[config.mk]
export PLATFORM = sky130hd
export DESIGN_NAME = trap_controller_flat
export DESIGN_NICKNAME = d
export VERILOG_FILES = /design/src/rtl/riscV_unrn_pkg.sv /design/src/rtl/trap_controller_if.sv /design/src/rtl/trap_controller_cause_encoder.sv /design/src/rtl/trap_controller.sv /design/src/flat_wrapper.sv
export SDC_FILE = /design/constraint.sdc
export NUM_CORES = 1
export LEC_CHECK = 0
export BUFFER_PORTS_ARGS = -buffer_cell sky130_fd_sc_hd__buf_2
export CORE_AREA = 2 2 118 120
export DETAILED_ROUTE_END_ITERATION = 10
export DIE_AREA = 0 0 120 122
export GPL_TIMING_DRIVEN = 0
export PLACE_DENSITY_LB_ADDON = 0.05
export RECOVER_POWER = 25
export REMOVE_ABC_BUFFERS = 1
export SETUP_SLACK_MARGIN = 0.1
export SYNTH_ARGS = -nofsm -noshare
export SYNTH_HDL_FRONTEND = slang
export SYNTH_SLANG_ARGS = --single-unit
export TNS_END_PERCENT = 5
[constraint.sdc]
create_clock -name clk -period 3.6 [get_ports clk]
set_input_delay 0.72 -clock clk [delete_from_list [all_inputs] [get_ports clk]]
set_output_delay 0.72 -clock clk [all_outputs]
set_load 0.02 [all_outputs]
[src/rtl/riscV_unrn_pkg.sv]
// Shared definitions for the machine-mode trap path: sequencer states and
// the mcause encodings used by the trap controller.
package riscV_unrn_pkg;

  typedef enum logic [1:0] {
    RUN,
    TRAP_COMMIT,
    TRAP_REDIRECT,
    MRET_REDIRECT
  } trap_state_t;

  localparam logic [31:0] EXC_FETCH_MISALIGNED = 32'd0;
  localparam logic [31:0] EXC_ILLEGAL          = 32'd2;
  localparam logic [31:0] EXC_BREAKPOINT       = 32'd3;
  localparam logic [31:0] EXC_LOAD_MISALIGNED  = 32'd4;
  localparam logic [31:0] EXC_STORE_MISALIGNED = 32'd6;
  localparam logic [31:0] EXC_ECALL_M          = 32'd11;
  localparam logic [31:0] IRQ_MTIMER           = 32'h8000_0007;

endpackage

[src/rtl/trap_controller_if.sv]
// Bundle of commit-boundary, CSR-unit and fetch-redirect signals around the
// trap controller; the controller uses the slave view.
interface trap_controller_if #(
  parameter int XLEN = 32
);

  logic            instrValid_i;
  logic [XLEN-1:0] pc_i;
  logic [31:0]     instr_i;
  logic [XLEN-1:0] badAddr_i;
  logic            excFetchMisaligned_i;
  logic            excIllegal_i;
  logic            excEbreak_i;
  logic            excEcall_i;
  logic            excLoadMisaligned_i;
  logic            excStoreMisaligned_i;
  logic            mret_i;
  logic            mtimeIrq_i;
  logic [XLEN-1:0] mtvec_i;
  logic [XLEN-1:0] mepc_i;

  logic            flush_o;
  logic            stall_o;
  logic            jumpingToMtvec_o;
  logic [31:0]     excCause_o;
  logic [31:0]     trapInfo_o;
  logic [XLEN-1:0] trapPc_o;
  logic            mretRestore_o;
  logic            pcRedirect_o;
  logic [XLEN-1:0] pcTarget_o;

  modport master (
    output instrValid_i, pc_i, instr_i, badAddr_i,
           excFetchMisaligned_i, excIllegal_i, excEbreak_i, excEcall_i,
           excLoadMisaligned_i, excStoreMisaligned_i, mret_i, mtimeIrq_i,
           mtvec_i, mepc_i,
    input  flush_o, stall_o, jumpingToMtvec_o, excCause_o, trapInfo_o,
           trapPc_o, mretRestore_o, pcRedirect_o, pcTarget_o
  );

  modport slave (
    input  instrValid_i, pc_i, instr_i, badAddr_i,
           excFetchMisaligned_i, excIllegal_i, excEbreak_i, excEcall_i,
           excLoadMisaligned_i, excStoreMisaligned_i, mret_i, mtimeIrq_i,
           mtvec_i, mepc_i,
    output flush_o, stall_o, jumpingToMtvec_o, excCause_o, trapInfo_o,
           trapPc_o, mretRestore_o, pcRedirect_o, pcTarget_o
  );

endinterface

[src/rtl/trap_controller_cause_encoder.sv]
// Combinational priority encoder: picks the highest-priority pending trap
// source and produces its mcause and mtval values.
module trap_cause_encoder
  import riscV_unrn_pkg::*;
#(
  parameter int XLEN = 32
) (
  input  logic            irq,
  input  logic            excFetchMisaligned,
  input  logic            excIllegal,
  input  logic            excEbreak,
  input  logic            excEcall,
  input  logic            excLoadMisaligned,
  input  logic            excStoreMisaligned,
  input  logic [XLEN-1:0] pc,
  input  logic [31:0]     instr,
  input  logic [XLEN-1:0] badAddr,
  output logic            valid,
  output logic [31:0]     cause,
  output logic [31:0]     info
);

  // The interrupt sits above every exception so an interrupted instruction
  // is simply never executed and is re-run after mret.
  always_comb begin
    valid = 1'b1;
    cause = '0;
    info  = '0;
    if (irq) begin
      cause = IRQ_MTIMER;
    end else if (excFetchMisaligned) begin
      cause = EXC_FETCH_MISALIGNED;
      info  = 32'(badAddr);
    end else if (excIllegal) begin
      cause = EXC_ILLEGAL;
      info  = instr;
    end else if (excEbreak) begin
      cause = EXC_BREAKPOINT;
      info  = 32'(pc);
    end else if (excEcall) begin
      cause = EXC_ECALL_M;
    end else if (excLoadMisaligned) begin
      cause = EXC_LOAD_MISALIGNED;
      info  = 32'(badAddr);
    end else if (excStoreMisaligned) begin
      cause = EXC_STORE_MISALIGNED;
      info  = 32'(badAddr);
    end else begin
      valid = 1'b0;
    end
  end

endmodule

[src/rtl/trap_controller.sv]
// Trap entry / mret sequencer for the machine-mode CSR unit: detects traps at
// the commit boundary, strobes the CSR unit, then redirects fetch.
module trap_controller
  import riscV_unrn_pkg::*;
#(
  parameter int XLEN         = 32,
  parameter bit TIMER_IRQ_EN = 1'b1
) (
  input logic               clk,
  input logic               rst,
  trap_controller_if.slave  bus
);

  trap_state_t     state_q, state_d;
  logic            irq;
  logic            encValid;
  logic [31:0]     encCause;
  logic [31:0]     encInfo;
  logic            trapDet;
  logic            mretDet;
  logic [31:0]     causeQ;
  logic [31:0]     infoQ;
  logic [XLEN-1:0] trapPcQ;

  logic            flush;
  logic            stall;
  logic            jump;
  logic            redirect;
  logic [XLEN-1:0] target;
  logic            restore;

  assign irq = TIMER_IRQ_EN && bus.mtimeIrq_i;

  trap_cause_encoder #(.XLEN(XLEN)) u_encoder (
    .irq                (irq),
    .excFetchMisaligned (bus.excFetchMisaligned_i),
    .excIllegal         (bus.excIllegal_i),
    .excEbreak          (bus.excEbreak_i),
    .excEcall           (bus.excEcall_i),
    .excLoadMisaligned  (bus.excLoadMisaligned_i),
    .excStoreMisaligned (bus.excStoreMisaligned_i),
    .pc                 (bus.pc_i),
    .instr              (bus.instr_i),
    .badAddr            (bus.badAddr_i),
    .valid              (encValid),
    .cause              (encCause),
    .info               (encInfo)
  );

  assign trapDet = bus.instrValid_i & encValid;
  assign mretDet = bus.instrValid_i & bus.mret_i & ~encValid;

  always_ff @(posedge clk or negedge rst) begin
    if (!rst) state_q <= RUN;
    else      state_q <= state_d;
  end

  always_ff @(posedge clk or negedge rst) begin
    if (!rst) begin
      causeQ  <= '0;
      infoQ   <= '0;
      trapPcQ <= '0;
    end else if (state_q == RUN && trapDet) begin
      causeQ  <= encCause;
      infoQ   <= encInfo;
      trapPcQ <= bus.pc_i;
    end
  end

  // Non-RUN states never look at the trap sources, which rules out nesting.
  always_comb begin
    state_d  = state_q;
    flush    = 1'b0;
    stall    = 1'b0;
    jump     = 1'b0;
    redirect = 1'b0;
    target   = '0;
    restore  = 1'b0;
    unique case (state_q)
      RUN: begin
        if (trapDet) begin
          flush   = 1'b1;
          stall   = 1'b1;
          state_d = TRAP_COMMIT;
        end else if (mretDet) begin
          stall   = 1'b1;
          state_d = MRET_REDIRECT;
        end
      end
      TRAP_COMMIT: begin
        jump    = 1'b1;
        stall   = 1'b1;
        state_d = TRAP_REDIRECT;
      end
      TRAP_REDIRECT: begin
        redirect = 1'b1;
        target   = bus.mtvec_i;
        stall    = 1'b1;
        state_d  = RUN;
      end
      MRET_REDIRECT: begin
        redirect = 1'b1;
        target   = bus.mepc_i;
        restore  = 1'b1;
        stall    = 1'b1;
        state_d  = RUN;
      end
      default: state_d = RUN;
    endcase
  end

  // Detection outputs are combinational, so hold them low while in reset.
  assign bus.flush_o          = flush & rst;
  assign bus.stall_o          = stall & rst;
  assign bus.jumpingToMtvec_o = jump;
  assign bus.excCause_o       = causeQ;
  assign bus.trapInfo_o       = infoQ;
  assign bus.trapPc_o         = trapPcQ;
  assign bus.mretRestore_o    = restore;
  assign bus.pcRedirect_o     = redirect;
  assign bus.pcTarget_o       = target;

endmodule

[src/flat_wrapper.sv]
// flat-port wrapper written by rule: the top's interface ports become plain ports
module trap_controller_flat import riscV_unrn_pkg::*;
#(
  parameter int XLEN         = 32,
  parameter bit TIMER_IRQ_EN = 1'b1
)
  (clk, rst, bus_instrValid_i, bus_pc_i, bus_instr_i, bus_badAddr_i, bus_excFetchMisaligned_i, bus_excIllegal_i, bus_excEbreak_i, bus_excEcall_i, bus_excLoadMisaligned_i, bus_excStoreMisaligned_i, bus_mret_i, bus_mtimeIrq_i, bus_mtvec_i, bus_mepc_i, bus_flush_o, bus_stall_o, bus_jumpingToMtvec_o, bus_excCause_o, bus_trapInfo_o, bus_trapPc_o, bus_mretRestore_o, bus_pcRedirect_o, bus_pcTarget_o);
  trap_controller_if #(.XLEN(XLEN)) bus_i ();
  input logic clk;
  input logic rst;
  input wire logic [$bits(bus_i.instrValid_i)-1:0] bus_instrValid_i;
  input wire logic [$bits(bus_i.pc_i)-1:0] bus_pc_i;
  input wire logic [$bits(bus_i.instr_i)-1:0] bus_instr_i;
  input wire logic [$bits(bus_i.badAddr_i)-1:0] bus_badAddr_i;
  input wire logic [$bits(bus_i.excFetchMisaligned_i)-1:0] bus_excFetchMisaligned_i;
  input wire logic [$bits(bus_i.excIllegal_i)-1:0] bus_excIllegal_i;
  input wire logic [$bits(bus_i.excEbreak_i)-1:0] bus_excEbreak_i;
  input wire logic [$bits(bus_i.excEcall_i)-1:0] bus_excEcall_i;
  input wire logic [$bits(bus_i.excLoadMisaligned_i)-1:0] bus_excLoadMisaligned_i;
  input wire logic [$bits(bus_i.excStoreMisaligned_i)-1:0] bus_excStoreMisaligned_i;
  input wire logic [$bits(bus_i.mret_i)-1:0] bus_mret_i;
  input wire logic [$bits(bus_i.mtimeIrq_i)-1:0] bus_mtimeIrq_i;
  input wire logic [$bits(bus_i.mtvec_i)-1:0] bus_mtvec_i;
  input wire logic [$bits(bus_i.mepc_i)-1:0] bus_mepc_i;
  output wire logic [$bits(bus_i.flush_o)-1:0] bus_flush_o;
  output wire logic [$bits(bus_i.stall_o)-1:0] bus_stall_o;
  output wire logic [$bits(bus_i.jumpingToMtvec_o)-1:0] bus_jumpingToMtvec_o;
  output wire logic [$bits(bus_i.excCause_o)-1:0] bus_excCause_o;
  output wire logic [$bits(bus_i.trapInfo_o)-1:0] bus_trapInfo_o;
  output wire logic [$bits(bus_i.trapPc_o)-1:0] bus_trapPc_o;
  output wire logic [$bits(bus_i.mretRestore_o)-1:0] bus_mretRestore_o;
  output wire logic [$bits(bus_i.pcRedirect_o)-1:0] bus_pcRedirect_o;
  output wire logic [$bits(bus_i.pcTarget_o)-1:0] bus_pcTarget_o;
  assign bus_i.instrValid_i = bus_instrValid_i;
  assign bus_i.pc_i = bus_pc_i;
  assign bus_i.instr_i = bus_instr_i;
  assign bus_i.badAddr_i = bus_badAddr_i;
  assign bus_i.excFetchMisaligned_i = bus_excFetchMisaligned_i;
  assign bus_i.excIllegal_i = bus_excIllegal_i;
  assign bus_i.excEbreak_i = bus_excEbreak_i;
  assign bus_i.excEcall_i = bus_excEcall_i;
  assign bus_i.excLoadMisaligned_i = bus_excLoadMisaligned_i;
  assign bus_i.excStoreMisaligned_i = bus_excStoreMisaligned_i;
  assign bus_i.mret_i = bus_mret_i;
  assign bus_i.mtimeIrq_i = bus_mtimeIrq_i;
  assign bus_i.mtvec_i = bus_mtvec_i;
  assign bus_i.mepc_i = bus_mepc_i;
  assign bus_flush_o = bus_i.flush_o;
  assign bus_stall_o = bus_i.stall_o;
  assign bus_jumpingToMtvec_o = bus_i.jumpingToMtvec_o;
  assign bus_excCause_o = bus_i.excCause_o;
  assign bus_trapInfo_o = bus_i.trapInfo_o;
  assign bus_trapPc_o = bus_i.trapPc_o;
  assign bus_mretRestore_o = bus_i.mretRestore_o;
  assign bus_pcRedirect_o = bus_i.pcRedirect_o;
  assign bus_pcTarget_o = bus_i.pcTarget_o;
  trap_controller #(.XLEN(XLEN), .TIMER_IRQ_EN(TIMER_IRQ_EN)) u_core (.clk(clk), .rst(rst), .bus(bus_i));
endmodule
Word-level counts from Yosys, hierarchy flattened
Index checks and enable logic that the tools add are counted.
Widths: inputs -> output; s select.
{"block": "op_classes", "eq_ne": 4, "mux": 33, "bitwise": 6, "n_reduce_logical": 4}
{"operator": "$mux 32", "n": 8}
{"operator": "$pmux 32 s2", "n": 1}
{"operator": "$mux 4", "n": 4}
{"operator": "$mux 1", "n": 14}
{"operator": "$mux 3", "n": 2}
{"operator": "$pmux 2 s3", "n": 1}
{"operator": "$and 1x1->1", "n": 5}
{"operator": "$eq 2x2->1 const B", "n": 2}
{"operator": "$mux 2", "n": 2}
{"operator": "$ne 3x1->1 const B", "n": 1}
{"operator": "$reduce_or 3->1", "n": 1}
{"operator": "$eq 2x1->1 const B", "n": 1}
{"operator": "$logic_not 2->1", "n": 1}
{"operator": "$pmux 1 s2", "n": 1}
{"operator": "$reduce_or 2->1", "n": 1}
{"operator": "$logic_and 1x1->1", "n": 1}
{"operator": "$not 1->1", "n": 1}
{"block": "totals", "ff_bits": 98, "out_inout_bits": 133, "wordCells": 51}

Depth between registers and ports, before layout
Gate-level depths: netlist of run 1.
{"block": "logic_depth", "depth_word": 13, "ltp_mapped": 7, "ltp_nobuf": 4}

Cells and area by module
A second synthesis of run 1 with hierarchy kept.
{"block": "unflattened", "hier_cells": 485, "hier_area_um2": 5904.4}
{"mod": "trap_controller", "instances": 1, "cells_each": 289, "area_each_um2": 4450.5, "seq_area_each_um2": 2452.4}
{"mod": "trap_cause_encoder", "instances": 1, "cells_each": 196, "area_each_um2": 1453.9, "seq_area_each_um2": 0.0}

Worst setup path after synthesis of run 1
OpenSTA, ideal clock, no wires.
{"block": "synth_timing", "kind": "input-to-output", "start": "in bus_excIllegal_i", "end": "out bus_stall_o", "arrival_time_ns": 2.128, "required_time_ns": 2.880, "path_slack_ns": 0.752, "path_stages": 5, "path_cell_list": "buf_2 or4_4 or2_2 nor3_1 o21ai_0"}
{"block": "synth_via", "elab_chain_cells": 9, "word_cells_on_any_way": 10}
{"item": "start: declaration", "line_no": "flat_wrapper.sv:16", "rtl": "input wire logic [$bits(bus_i.excIllegal_i)-1:0] bus_excIllegal_i;"}
{"item": "$mux 1 *", "line_no": "trap_controller_cause_encoder.sv:34", "rtl": "end else if (excIllegal) begin"}
{"item": "$mux 1 *", "line_no": "trap_controller_cause_encoder.sv:31", "rtl": "end else if (excFetchMisaligned) begin"}
{"item": "$mux 1 *", "line_no": "trap_controller_cause_encoder.sv:29", "rtl": "if (irq) begin"}
{"item": "$not 1->1", "line_no": "trap_controller.sv:51", "rtl": "assign mretDet = bus.instrValid_i & bus.mret_i & ~encValid;"}
{"item": "$and 1x1->1", "line_no": "trap_controller.sv:51"}
{"item": "$mux 1", "line_no": "trap_controller.sv:85", "rtl": "end else if (mretDet) begin"}
{"item": "$mux 1 *", "line_no": "trap_controller.sv:81", "rtl": "if (trapDet) begin"}
{"item": "$pmux 1 s2 *", "line_no": "trap_controller.sv:79", "rtl": "unique case (state_q)"}
{"item": "$and 1x1->1 *", "line_no": "trap_controller.sv:114", "rtl": "assign bus.stall_o = stall & rst;"}
{"item": "end: declaration", "line_no": "flat_wrapper.sv:26", "rtl": "output wire logic [$bits(bus_i.stall_o)-1:0] bus_stall_o;"}
Mark *: on every way between the ends. The rest lies on a longest branch, timed or not.

Final worst setup path of run 1
Ends and elaborated chain as after synthesis.

==> results.py, run 1 <==
metrics = {
    "timing": {
        "relSlewSlack": -0.462,
        "final-max-slew-violation-count": 40,
        "worst_pin_slew_ps": 2190,
        "fmax_mhz": 306,
        "holdWs_ps": 337,
        "layout_worst_path_cycle_share": 0.907,
        "period_needed_ps": 3260,
        "rsz0062_at_grt": "no",
        "hold_violations": 0,
        "skew_ps": 6.09,
        "finalSetupViolations": 0,
    },
    "global_route": {
        "overflow": 0,
        "grt_pass1_vias": 3927,
        "grt_max_degree": 40,
        "antenna_found_initial": 0,
        "track_usage": 0.180,
        "grt_first_pass_wirelength_mm": 20.7,
    },
    "routing": {
        "wl_per_cell_um": 16.3,
        "viasPerCell": 4.64,
        "ant_nets": 0,
        "drc": 0,
        "routed_wl_mm": 13.7,
        "drtIter0Drc": 140,
        "dr.pass1.iters": 4,
        "vias": 3894,
    },
    "clocking": {
        "cts_buffers": 9,
        "hold_buffers": 0,
        "insertion_delay_ps": 330,
        "root_buffer": "clkbuf_16",
        "cts-resized-gates": 0,
        "cts_max_path_buffers": 2,
        "post-cts-setup-buffer-count": 0,
        "clk_pin_slew_ps": 60,
        "cts.sinks": 71,
        "cts.htree.levels": 3,
        "cts_tree": "done",
    },
    "cells_and_area": {
        "regArea_um2": 1780,
        "nets": 829,
        "diodes": 0,
        "drive_gt1_frac": 0.504,
        "syn_to_final_growth_pct": 42.4,
        "multi_input_area_um2": 2040,
        "nFillCells": 1375,
    },
    "floorplan": {
        "ios": 304,
        "die_w_um": 120,
        "num_rows": 43,
        "die_y_um": 122,
        "coreArea_um2": 13500,
        "dieArea_um2": 14600,
        "start_util": 0.301,
    },
    "synth": {
        "netlist_area_um2": 4070,
        "synth_warnings": 0,
        "yosysSeqAreaShare": 0.437,
        "syn_inst": 400,
        "ys_types": 32,
        "synth_seq_cells": 71,
        "avgSynthCellArea_um2": 10.2,
    },
    "placement": {
        "place.gp.congestion": 0.698,
        "port_buffers": 276,
        "dp_hpwl_mm": 10.0,
    },
    "critical_path": {
        "cp_slowest_cell": "or4_4",
        "worstPathCellList": "buf_2 > or4_4 > or2_2 > nor3_1 > o21ai_0 > buf_2",
        "slowest_delay_ps": 630,
        "path_common_cell": "buf_2",
        "critPathRequiredTime_ps": 2880,
        "cp-end-kind": "primary output",
        "rrSetupSlack_ps": 700,
        "cp_max_fo": 37,
        "r2r_cells": 3,
        "critPathLaunch": "bus_excIllegal_i",
        "cp.arrival_ps": 2540,
        "path_class": "in2out",
        "cp-endpoint": "bus_stall_o",
        "r2r-start": "u_core.state_q[0]",
        "start_kind": "input port",
        "r2r_end": "u_core.bus.trapInfo_o[22]",
    },
    "power": {
        "combPwrFrac": 0.353,
        "p_seq_frac": 0.362,
        "irDropWorstVdd_mv": 0.219,
        "p_clk_frac": 0.284,
        "netSwitchingPower_mw": 1.06,
        "p_leak_nw": 3.02,
        "swShare": 0.351,
        "p_total_mw": 3.02,
        "power_density_nw_per_um2": 520,
        "internal-power_mw": 1.96,
    },
    "outcome": {
        "status": "complete, but fails checks",
        "violations": "max-capacitance violations, max-slew violations",
    },
    "min_path": {
        "min_path_type": "in2async",
    },
    "run": {
        "max_cap_viol_count": 1,
    },
}
synthesized netlist by cell type:
library cell,n,share of area
dfrtp_1,71,0.44
nand2_1,42,0.039
o21ai_0,36,0.044
nor2b_1,35,0.054
a22oi_1,32,0.059
a2bb2oi_1,32,0.069
mux2i_1,32,0.079
buf_4,30,0.055
mux2_2,30,0.083
clkbuf_1,19,0.018
buf_1,5,0.0046
buf_2,5,0.0061
nor2_1,5,0.0046
nor3_1,4,0.0049
clkbuf_2,3,0.0037
mux2_1,2,0.0055
or2_2,2,0.0031
a21o_1,1,0.0018
a21oi_1,1,0.0012
and2_1,1,0.0015
conb_1,1,0.00092
inv_1,1,0.00092
nand2b_1,1,0.0015
nand3_1,1,0.0012
nand3b_1,1,0.0018
nor3b_2,1,0.0031
o211a_1,1,0.0025
o21ba_2,1,0.0025
o22a_1,1,0.0022
o31ai_4,1,0.0052
o41ai_1,1,0.0022
or4_4,1,0.0028
metrics by stage:
stage	util	instances	cell area, um2	TNS [ps]	worst slack [ps]
3_5_place_dp	0.409	825	5520	0	89.0
4_1_cts	0.429	837	5800	0	118
5_1_grt	0.429	839	5790	0	176
3_3_place_gp	0.401	820	5420	-76490	-1620
6_report	0.429	839	5790	0	335
2_1_floorplan	-	364	3810	-321	-321
how the worst min path moves through the flow:
stage	startpoint	end	slack [ps]	cells past startpoint
after floorplan	rst	u_core.bus.excCause_o[0]	420	0
after global placement	u_core.bus.excCause_o[3]	u_core.bus.excCause_o[3]	460	2
after detailed placement	u_core.bus.excCause_o[3]	u_core.bus.excCause_o[3]	460	2
after CTS	rst	u_core.bus.trapInfo_o[22]	360	1
after global routing	rst	u_core.bus.trapInfo_o[22]	370	1
final	rst	u_core.bus.trapInfo_o[22]	340	1
power groups by stage:
stage | sequential, mW | clock, mW | combinational, mW
floorplan | 1.32 | 0 | 0.397
global placement | 1.10 | 0 | 1.06
detailed placement | 1.11 | 0 | 1.08
CTS | 1.10 | 0.884 | 1.08
global route | 1.12 | 0.913 | 1.15
finish | 1.09 | 0.857 | 1.07
per-layer routing:
metal	up-vias	track usage	wire [um]
met5	-	0	0
met4	0	0.0485	93
met3	9	0.0543	1170
met2	163	0.339	7250
met1	1841	0.196	5180
li1	1881	-	-
cell families after synthesis:
family                 count (synthesis)  synth area share
AOI/OAI and AO/OA                    107             0.190
DFF                                   71             0.437
muxes                                 64             0.167
other                                  1          0.000922
buffers and inverters                 63            0.0883
and+or+nand+nor                       94             0.117
critical path: cells and delay by family:
family	cells	cell delay [ps]
compound gates	1	120
buf+inv	2	550
simple gates	3	1150
registers in the layout, summed over array words and instances, names as in the netlist:
register and cells:
u_core.state_q 2, u_core.bus.trapInfo_o 32, u_core.bus.trapPc_o 32, u_core.bus.excCause_o 5
placed cells by master (no fill, tap or decap), drive strengths merged, types with 2 or more instances in the layout:
cell,n
buf,282
dfrtp,71
nand2,42
o21ai,36
nor2b,35
mux2i,32
a22oi,32
a2bb2oi,32
mux2,32
conb,27
clkbuf,11
nor2,5
nor3,4
or2,2
final cells by class:
type | instances | area share
Timing Repair Buffer | 283 | 0.255
Clock buffer | 10 | 0.0412
Sequential cell | 71 | 0.307
Tap cell | 180 | 0.0389
Multi-Input combinational cell | 292 | 0.352
Clock inverter | 2 | 0.00605
Inverter | 1 | 0.000648
Power figures use the tool's default switching activity.
==> run 2: changes to the inputs <==
--- a/config.mk
+++ b/config.mk
@@ -5,10 +5,11 @@
 export SDC_FILE = /design/constraint.sdc
 export NUM_CORES = 1
 export LEC_CHECK = 0
+export ABC_AREA = 1
 export BUFFER_PORTS_ARGS = -buffer_cell sky130_fd_sc_hd__buf_2
-export CORE_AREA = 2 2 118 120
+export CORE_AREA = 2 2 119 121
 export DETAILED_ROUTE_END_ITERATION = 10
-export DIE_AREA = 0 0 120 122
+export DIE_AREA = 0 0 121 123
 export GPL_TIMING_DRIVEN = 0
 export PLACE_DENSITY_LB_ADDON = 0.05
 export RECOVER_POWER = 25
==> results.py, run 2 <==
metrics = {
    "outcome": {
        "status": "complete, but fails checks",
        "violations": "max-capacitance violations, max-slew violations",
    },
    "global_route": {
        "antenna_found_initial": 0,
        "track_usage": 0.199,
        "grt_first_pass_wirelength_mm": 22.9,
        "overflow": 0,
        "grt_max_degree": 54,
        "gr-usage-met2": 0.370,
        "busiest_layer": "met2",
        "grt_pass1_vias": 4570,
        "use_met1": 0.216,
        "use_met3": 0.0563,
    },
    "floorplan": {
        "start_util": 0.311,
        "coreArea_um2": 13600,
        "num_rows": 43,
        "dieArea_um2": 14900,
        "ios": 304,
        "die_y_um": 123,
        "die_w_um": 121,
    },
    "synth": {
        "synthDominantCellAreaShare": 0.419,
        "yosys-top-cells-count": "nand2_1 (338), dfrtp_1 (71), o21ai_0 (65)",
        "yosys.area.top_type": "dfrtp_1",
        "synth_seq_cells": 71,
        "yosysSeqAreaShare": 0.419,
        "synth-edff-count": 0,
        "synth_area_leaders": "dfrtp_1 (42%), nand2_1 (30%), o21ai_0 (7.7%), buf_4 (5.3%), nand3_1 (4.0%)",
        "ys_types": 23,
        "avgSynthCellArea_um2": 6.65,
        "netlist_area_um2": 4240,
        "synth_most_common_cell": "nand2_1",
        "syn_inst": 637,
        "ys.flop_type": "dfrtp_1",
        "async_flop_share": 1.00,
        "synth_warnings": 0,
    },
    "power": {
        "irDropWorstVdd_mv": 0.194,
        "power_density_nw_per_um2": 512,
        "p_leak_nw": 3.69,
    },
    "timing": {
        "skew_ps": 7.94,
        "worst_pin_slew_ps": 2370,
        "fin_tns_setup_ps": 0,
        "fmax_mhz": 308,
        "holdWs_ps": 320,
        "final-max-slew-violation-count": 42,
        "layout_worst_path_cycle_share": 0.901,
        "hold_violations": 0,
        "period_needed_ps": 3240,
        "rsz0062_at_grt": "no",
        "finalSetupViolations": 0,
        "relSlewSlack": -0.582,
    },
    "critical_path": {
        "path_class": "in2out",
        "critPathTopFamily": "simple AND/OR/NAND/NOR gates",
        "cp_max_fo": 33,
        "critPathLaunch": "bus_excIllegal_i",
        "worstPathCellList": "buf_2 > inv_4 > nand2_1 > nor2_2 > nand2_2 > nand3_4 > nor2_1 > buf_2",
        "r2r-start": "u_core.state_q[1]",
        "cp.arrival_ps": 2520,
        "cp_slowest_cell": "buf_2",
        "path_common_cell": "buf_2",
        "critPathBufInv": 3,
        "start_kind": "input port",
        "cp-end-kind": "primary output",
        "slowest_delay_ps": 550,
        "critPathRequiredTime_ps": 2880,
    },
    "clocking": {
        "cts_buffers": 9,
        "clk_pin_slew_ps": 60,
        "insertion_delay_ps": 330,
        "cts.sinks": 71,
        "cts_max_path_buffers": 2,
        "cts_tree": "done",
        "post-cts-setup-buffer-count": 0,
        "hold_buffers": 0,
        "root_buffer": "clkbuf_16",
        "cts.htree.levels": 3,
    },
    "cells_and_area": {
        "nFillCells": 1492,
        "regArea_um2": 1780,
        "diodes": 0,
        "final_common_cell": "nand2_1",
        "final_cell_mix": "nand2_1 (337), buf_2 (275), dfrtp_1 (70)",
        "syn_to_final_growth_pct": 38.5,
        "fin_util": 0.431,
        "nets": 1059,
        "multi_input_area_um2": 2000,
        "drive_gt1_frac": 0.338,
    },
    "routing": {
        "routed_wl_mm": 15.3,
        "vias": 4787,
        "dr.pass1.iters": 4,
        "wl_per_cell_um": 14.2,
        "ant_nets": 0,
        "drc": 0,
        "drtIter0Drc": 139,
        "viasPerCell": 4.46,
    },
    "placement": {
        "port_buffers": 276,
        "place.gp.congestion": 0.720,
        "dp_hpwl_mm": 10.4,
    },
    "run": {
        "max_cap_viol_count": 1,
    },
    "min_path": {
        "min_path_type": "in2async",
    },
}
==> run 2: worst paths after layout <==
| path | end | slack, ps | cells after the start |
|---|---|---|---|
| min | u_core.bus.trapInfo_o[20] | 320 | 1 |
| min in group clk | u_core.bus.trapInfo_o[21] | 470 | 2 |
| min reg2reg | u_core.bus.trapInfo_o[21] | 470 | 2 |
| max in group asynchronous | u_core.bus.trapInfo_o[5] | 700 | 2 |
| max | bus_flush_o | 360 | 8 |
| max reg2reg | u_core.bus.trapPc_o[29] | 880 | 3 |
==> run 2: through the flow <==
stage | power [mW] | cell area, um2 | std cells | setup WS [ps]
detailed placement | 2.10 | 5560 | 1055 | -377
finish | 3.01 | 5870 | 1073 | 357
CTS | 3.06 | 5890 | 1073 | 132
global route | 3.20 | 5870 | 1073 | 186
floorplan | 1.65 | 3920 | 598 | 656
global placement | 2.09 | 5530 | 1054 | -358
==> run 2: logic make-up (layout without fill, tap and decap cells) <==
family | Yosys count | count (layout) | share of synthesized area
compound gates | 73 | 73 | 0.0871
flops | 71 | 71 | 0.419
other cells | 1 | 27 | 0.000885
buf+inv | 109 | 337 | 0.137
simple gates | 383 | 385 | 0.356
==> run 2: per-layer routing <==
layer	vias to the layer above	share of wire
met2	181	0.51
li1	2403	-
met1	2186	0.39
met4	0	0.018
met5	-	0
met3	17	0.085
==> run 2: repair_timing <==
item                                    in CTS  in global routing
pin swaps                                    1                  0
endpoints found under the setup margin      33                 34
endpoints found under the hold margin        0                  0
resized for setup                            0                  1
gates cloned                                 2                  0
==> run 2: worst reg2reg max path: cells and delay by family (launching register included) <==
family / cells / cell delay [ps]
AND/OR/NAND/NOR: 2 / 1540
flip-flops: 1 / 640
AO/OA/AOI/OAI: 1 / 430
==> run 2: power by group <==
group	switching [mW]	total, mW	internal (mW)
Combinational	0.687	1.02	0.328
Clock	0.346	0.919	0.573
Sequential	0.104	1.07	0.967
Total	1.14	3.01	1.87
==> run 2: layout make-up <==
| type | count | share of cell area |
|---|---|---|
| multi-input cells | 485 | 0.341 |
| clock buffers | 11 | 0.0431 |
| flip-flops and latches | 71 | 0.303 |
| repair buffers | 277 | 0.236 |
| well taps | 180 | 0.0384 |
| inverters | 44 | 0.0286 |
| clock inverters | 5 | 0.00959 |
